## src/rtl/pc_sequencer.sv

```systemverilog
// Program counter owner and fetch sequencer: boot, run, stall and post-redirect flush.
// Optional trap entry (trap input, epc output) is compiled in when PC_TRAP_EN is defined.
module pc_sequencer #(
   parameter int unsigned      WIDTH        = 32,
   parameter logic [WIDTH-1:0] RESET_PC     = '0,
   parameter int unsigned      FLUSH_CYCLES = 1,
   parameter logic [WIDTH-1:0] TRAP_VECTOR  = WIDTH'(32'h0000_0010)
) (
   input  logic             clk,
   input  logic             rst,
   input  logic             stall,
   input  logic             br_taken,
   input  logic [WIDTH-1:0] br_target,
   input  logic             jump,
   input  logic [WIDTH-1:0] jump_target,
`ifdef PC_TRAP_EN
   input  logic             trap,
   output logic [WIDTH-1:0] epc,
`endif
   output logic [WIDTH-1:0] pc,
   output logic [WIDTH-1:0] npc,
   output logic             pc_src,
   output logic             fetch_valid,
   output logic             flush,
   output logic [15:0]      redirect_cnt
);

   typedef enum logic [1:0] {
      BOOT,
      RUN,
      STALL,
      FLUSH
   } state_t;

   localparam logic [2:0] FLUSH_LOAD = 3'(FLUSH_CYCLES);

   state_t           state;
   state_t           next_state;
   logic [2:0]       flush_cnt;
   logic [2:0]       flush_cnt_next;
   logic             redirect_req;
   logic [WIDTH-1:0] redirect_pc;
   logic [WIDTH-1:0] pc_inc;

   assign pc_inc = pc + WIDTH'(1);

   // Redirect source selection: trap (when built in) > branch > jump; BOOT ignores branch/jump.
   always_comb begin
      redirect_req = 1'b0;
      redirect_pc  = '0;
`ifdef PC_TRAP_EN
      if (trap) begin
         redirect_req = 1'b1;
         redirect_pc  = TRAP_VECTOR;
      end else
`endif
      if ((state != BOOT) && (br_taken || jump)) begin
         redirect_req = 1'b1;
         redirect_pc  = br_taken ? br_target : jump_target;
      end
   end

   always_comb begin
      next_state     = state;
      flush_cnt_next = flush_cnt;
      npc            = pc;
      pc_src         = 1'b0;
      if (redirect_req) begin
         pc_src         = 1'b1;
         npc            = redirect_pc;
         next_state     = FLUSH;
         flush_cnt_next = FLUSH_LOAD;
      end else begin
         case (state)
            BOOT: next_state = RUN;
            RUN, STALL: begin
               if (stall) begin
                  next_state = STALL;
               end else begin
                  npc        = pc_inc;
                  next_state = RUN;
               end
            end
            FLUSH: begin
               // pc stays on the redirect target; leaving FLUSH does not advance it
               if (flush_cnt <= 3'd1) begin
                  next_state = stall ? STALL : RUN;
               end else begin
                  flush_cnt_next = flush_cnt - 3'd1;
               end
            end
            default: next_state = BOOT;
         endcase
      end
   end

   always_ff @(posedge clk) begin
      if (rst) begin
         state        <= BOOT;
         pc           <= RESET_PC;
         fetch_valid  <= 1'b0;
         flush        <= 1'b0;
         redirect_cnt <= '0;
         flush_cnt    <= '0;
`ifdef PC_TRAP_EN
         epc          <= '0;
`endif
      end else begin
         state       <= next_state;
         pc          <= npc;
         fetch_valid <= (next_state == RUN);
         flush       <= (next_state == FLUSH);
         flush_cnt   <= flush_cnt_next;
         if (redirect_req) begin
            redirect_cnt <= redirect_cnt + 16'd1;
         end
`ifdef PC_TRAP_EN
         if (trap) begin
            epc <= pc;
         end
`endif
      end
   end

endmodule
```

## config.mk

```make
export PLATFORM = sky130hd
export DESIGN_NAME = pc_sequencer
export DESIGN_NICKNAME = d
export VERILOG_FILES = /design/src/rtl/pc_sequencer.sv
export SDC_FILE = /design/constraint.sdc
export NUM_CORES = 1
export LEC_CHECK = 0
export ABC_AREA = 1
export CORE_ASPECT_RATIO = 0.9
export CORE_UTILIZATION = 40
export CTS_CLUSTER_DIAMETER = 200
export DETAILED_ROUTE_END_ITERATION = 10
export MAX_ROUTING_LAYER = met4
export PLACE_DENSITY = 0.78
export SYNTH_ARGS = -nofsm -noshare
export SYNTH_HDL_FRONTEND = slang
export SYNTH_SLANG_ARGS = --single-unit
```

## constraint.sdc

```tcl
create_clock -name clk -period 2.18 [get_ports clk]
set_clock_uncertainty 0.1 [all_clocks]
set_input_delay 0.654 -clock clk [delete_from_list [all_inputs] [get_ports clk]]
set_output_delay 0.654 -clock clk [all_outputs]
set_load 0.005 [all_outputs]
```

==> Word level (Yosys, flattened, before mapping) <==
Cells that the tools add are included.
{ "op_classes": {"addsub": 3, "order_cmp": 1, "eq_ne": 6, "n_mux": 14, "bitwise_logic": 1, "n_reduce_logical": 9} }
{ "ops": {"columns": ["operator", "n"], "rows": [
  ["$mux 32", 5],
  ["$add 32x1->32 const B", 1],
  ["$add 16x1->16 const B", 1],
  ["$eq 2x2->1 const B", 3],
  ["$mux 2", 3],
  ["$pmux 2 s3", 1],
  ["$mux 1", 5],
  ["$eq 2x1->1 const B", 2],
  ["$reduce_and 2->1", 2],
  ["$reduce_bool 2->1", 2],
  ["$reduce_or 2->1", 2],
  ["$le 3x1->1 const B", 1],
  ["$sub 3x1->3 const B", 1],
  ["$logic_not 2->1", 1],
  ["$ne 2x2->1 const B", 1],
  ["$logic_and 1x1->1", 1],
  ["$logic_or 1x1->1", 1],
  ["$not 1->1", 1]
]} }
{ "word_totals": {"regBits": 55, "output_inout_bits": 83, "word_cells": 41} }

==> Longest topological paths before layout <==
{ "depth": {"word_depth": 5, "mapped_depth": 12} }

==> Worst setup path after synthesis <==
No wires, ideal clock.
{ "synth_timing": {"kind": "in2out", "from": "in br_taken", "to": "out npc[13]", "t_arrival_ns": 1.552, "required_ns": 1.426, "setup_slack_ns": -0.126, "stages": 6, "path_buffers": 2, "path_cell_list": "buf_4 o21ai_2 buf_2 nand2_1 o21ai_2 inv_1"} }
{ "synth_between": {"elab_chain_cells": 4, "word_cells_on_any_way": 6, "classes_between": "4 x mux; 2 x reduce/logical"} }
{ "synth_rtl": {"columns": ["element", "line", "rtl"], "rows": [
  ["start: declaration", "12", "input logic br_taken,"],
  ["$logic_or 1x1->1", "57", "if ((state != BOOT) && (br_taken || jump)) begin"],
  ["$logic_and 1x1->1", "57", null],
  ["$mux 32 / $mux 1 (equally long branches)", "57", null],
  ["$mux 32 *", "68", "if (redirect_req) begin"],
  ["end: declaration", "21", "output logic [WIDTH-1:0] npc,"]
]} }
Mark *: on every way between the ends. The rest lies on a longest branch, timed or not.

==> Worst setup path after layout <==
{ "layout_timing": {"from": "reg pc[22]", "to": "out npc[26]"} }
{ "layout_between": {"elab_chain_cells": 4} }
{ "layout_rtl": {"columns": ["element", "line", "rtl"], "rows": [
  ["start: declaration", "20", "output logic [WIDTH-1:0] pc,"],
  ["start signal: assignment", "110", "pc <= npc;"],
  ["$add 32x1->32", "45", "assign pc_inc = pc + WIDTH'(1);"],
  ["$mux 32", "77", "if (stall) begin"],
  ["$mux 32", "74", "case (state)"],
  ["$mux 32", "68", null]
]} }
Every way passes these cells.

==> metrics.txt <==
outcome complete, but fails checks; failing checks negative setup slack; Pwr Density just over 500 nW/um^2; Area Growth Syn to Fin 101%; RSZ-0062 raised after global routing yes; endpoints failing hold 0; Via density 5.66; placer congestion estimate 0.936; crit start category flip-flop; Maximum Capacitance Violations 0; CP top delay family simple AND/OR/NAND/NOR gates; Congestion Overflow GR 0; post-synth top area cell dfxtp_1; commonest non-fill, non-tap cells in the layout 200 x nand2_1, 163 x buf_4, 115 x clkdlybuf4s50_1; port bufs 151; max-slew violations 0; max_slew headroom 64.9%; # setup viols final 48; ANT cells 0; Core Box Area 9130 um^2; placed cell count 983; worst vdd ir 416 uV; clk buf depth 2; Seq/Total Area, Yosys 29.2%; Chip Width 104 um; worst slew pin tran 0.527 ns; Detailed Place HPWL 10,600 um; clk_lat worst skew 0.33 ns; FF+latch count, synth 55; Critical Path AT 2.45 ns; vias in the first global route about 5,800; Yosys cell types 36; Starting Density 41.3%; Crit Reg-Reg Endpoint pc[23]$_SDFF_PP0_; post-synthesis area per instance 6.20 um^2; die area between 9000 and 10,000 um^2; Non-Filler Instances 1,078; HP Start flush_cnt[0]$_SDFFE_PP0P_; H-tree depth 2; CP endpoint npc[26]; slowest stage delay, CP 0.46 ns; Crit path depth 11; most common cell after layout, fill and taps aside nand2_1; TritonRoute pass-1 iters 6; Syn. warnings 0; filler instances 492; reg2reg start state[1]$_SDFF_PP0_; Max Freq between 300 and 400 MHz; first-pass GRT wire length roughly 28,000 um; area of the multi-input gates 2760 um^2; detailed-route wire length between 20,000 and 25,000 um; Wirelength per Cell 19.6 um; # rows 33; kind of critical path flip-flop to primary output; nets 1,030; final worst slack -1.02 ns; Global Route Usage Sum 36.4%; slowest cell on the critical path dfxtp_1; Top cell by count, worst path nand2_1; Min-Delay Path Class flip-flop to flip-flop; CP Cell Sequence nand2_1 > buf_4 > nor2_1 > nand3_1 > nor2_1 > nand2_1 > nand2_1 > nand2_1 > nand2_1 > nand2_1 > buf_2; crit-path max FO 4; hold bufs inserted after CTS 0; initial drt markers 668; DRC 0; share of layout cells above drive strength 1 between 30% and 40%; FF-to-FF setup slack -0.93 ns; clock sink count 55; Die Y-Extent between 90 and 100 um; Critical Path End Type primary output; ranking of synthesized cells by area dfxtp_1 29%, nand2_1 22%, inv_1 6.2%; R2R depth 19; Syn Std Cell Area 3760 um^2; clock slew at the register clock pins of the worst setup and hold paths 0.12 ns; static leakage 0.00343 uW; fin crit share 147%; Period minus WS final 3.20 ns; register area 1110 um^2; CTS tree built; largest net degree at the start of global routing 37; Post-Synthesis Cells around 610; I/O pins 152; ANT nets after route 0; area fraction of the dominant cell type after synthesis ~29%; Root Buffer clkbuf_8; TNS Setup -26.42 ns; worst path bufs/invs 2; antenna violations before repair 0; Critical Path Start pc[22]$_SDFF_PP0_; post-synth net total approximately 680; CP required 1.43 ns; TritonCTS buffer count 5; DR vias roughly 6,100
flip-flops by register name, summed over array words and instances (netlist names):
register      flops
pc               32
flush_cnt         3
flush             1
state             2
fetch_valid       1
redirect_cnt     16
worst min-delay path, cell delays in order, from the launching register on:
cell and delay (ns):
dfxtp_1 0.34, nand2_1 0.07, a21oi_1 0.06
cells by family after synthesis:
group	share of synthesized area, %
DFF	29.2
buffers and inverters	8.51
AOI/OAI and AO/OA	12.0
and+or+nand+nor	45.0
xor gates and xnor gates	3.26
adders and majority gates	1.99
per-layer routing:
layer | vias to the layer above | track usage [%] | routed length (um)
met5 | - | - | 0
met4 | 0 | 20.4 | 1720
met3 | 196 | 8.81 | 2250
met2 | 499 | 62.3 | 9510
met1 | 2769 | 39.1 | 7650
li1 | 2633 | - | -
area by class of cell:
class / instances / share of cell area, %
Timing Repair Buffer: 359 / 41.8
Clock buffer: 6 / 1.09
Sequential cell: 55 / 14.6
Clock inverter: 2 / 0.512
Multi-Input combinational cell: 471 / 36.4
Tap cell: 122 / 2.01
Inverter: 63 / 3.47
stage by stage:
stage	worst slack (ns)	util [%]	total power (uW)	hold WS [ns]	instance area, um^2
floorplan	-0.0394	-	1710	0.361	3830
global placement	-1.20	69.8	2640	0.370	6370
detailed placement	-1.23	69.8	2670	0.389	6370
CTS	-0.691	80.6	3650	0.405	7360
global route	-1.01	83.1	3980	0.424	7580
finish	-1.02	83.1	3850	0.407	7580
how the worst min path moves through the flow:
stage,to,slack [ns],cells after the start
2_1_floorplan,flush_cnt[0]$_SDFFE_PP0P_,0.36,2
3_3_place_gp,flush_cnt[0]$_SDFFE_PP0P_,0.37,2
3_5_place_dp,flush_cnt[0]$_SDFFE_PP0P_,0.39,2
4_1_cts,flush_cnt[0]$_SDFFE_PP0P_,0.41,2
5_1_grt,flush_cnt[0]$_SDFFE_PP0P_,0.42,2
6_report,flush_cnt[0]$_SDFFE_PP0P_,0.41,2
power by group:
group / switching (uW) / internal [uW] / total, uW
Sequential: 98.6 / 1090 / 1190
Clock: 397 / 379 / 777
Combinational: 856 / 1030 / 1880
Total: 1350 / 2500 / 3850
what timing repair did:
item / in CTS / in global routing
cloned: 1 / 0
gates resized for setup: 214 / 82
endpoints found under the setup margin: 39 / 45
pin swaps: 63 / 57
setup buffers: 87 / 15
Yosys cell counts, drive strengths merged:
cell / n
o21ai: 21
a32oi: 1
ha: 6
o211ai: 12
xnor2: 8
nand3b: 4
a21oi: 40
a21boi: 1
nand2: 225
clkbuf: 13
nor2: 74
and2: 1
buf: 6
xor2: 6
dfxtp: 55
a31oi: 1
nand4: 13
inv: 63
o21bai: 1
nor3: 5
nand3: 38
o21a: 1
or2: 12
Note: power is estimated with default switching activity, not from simulation.
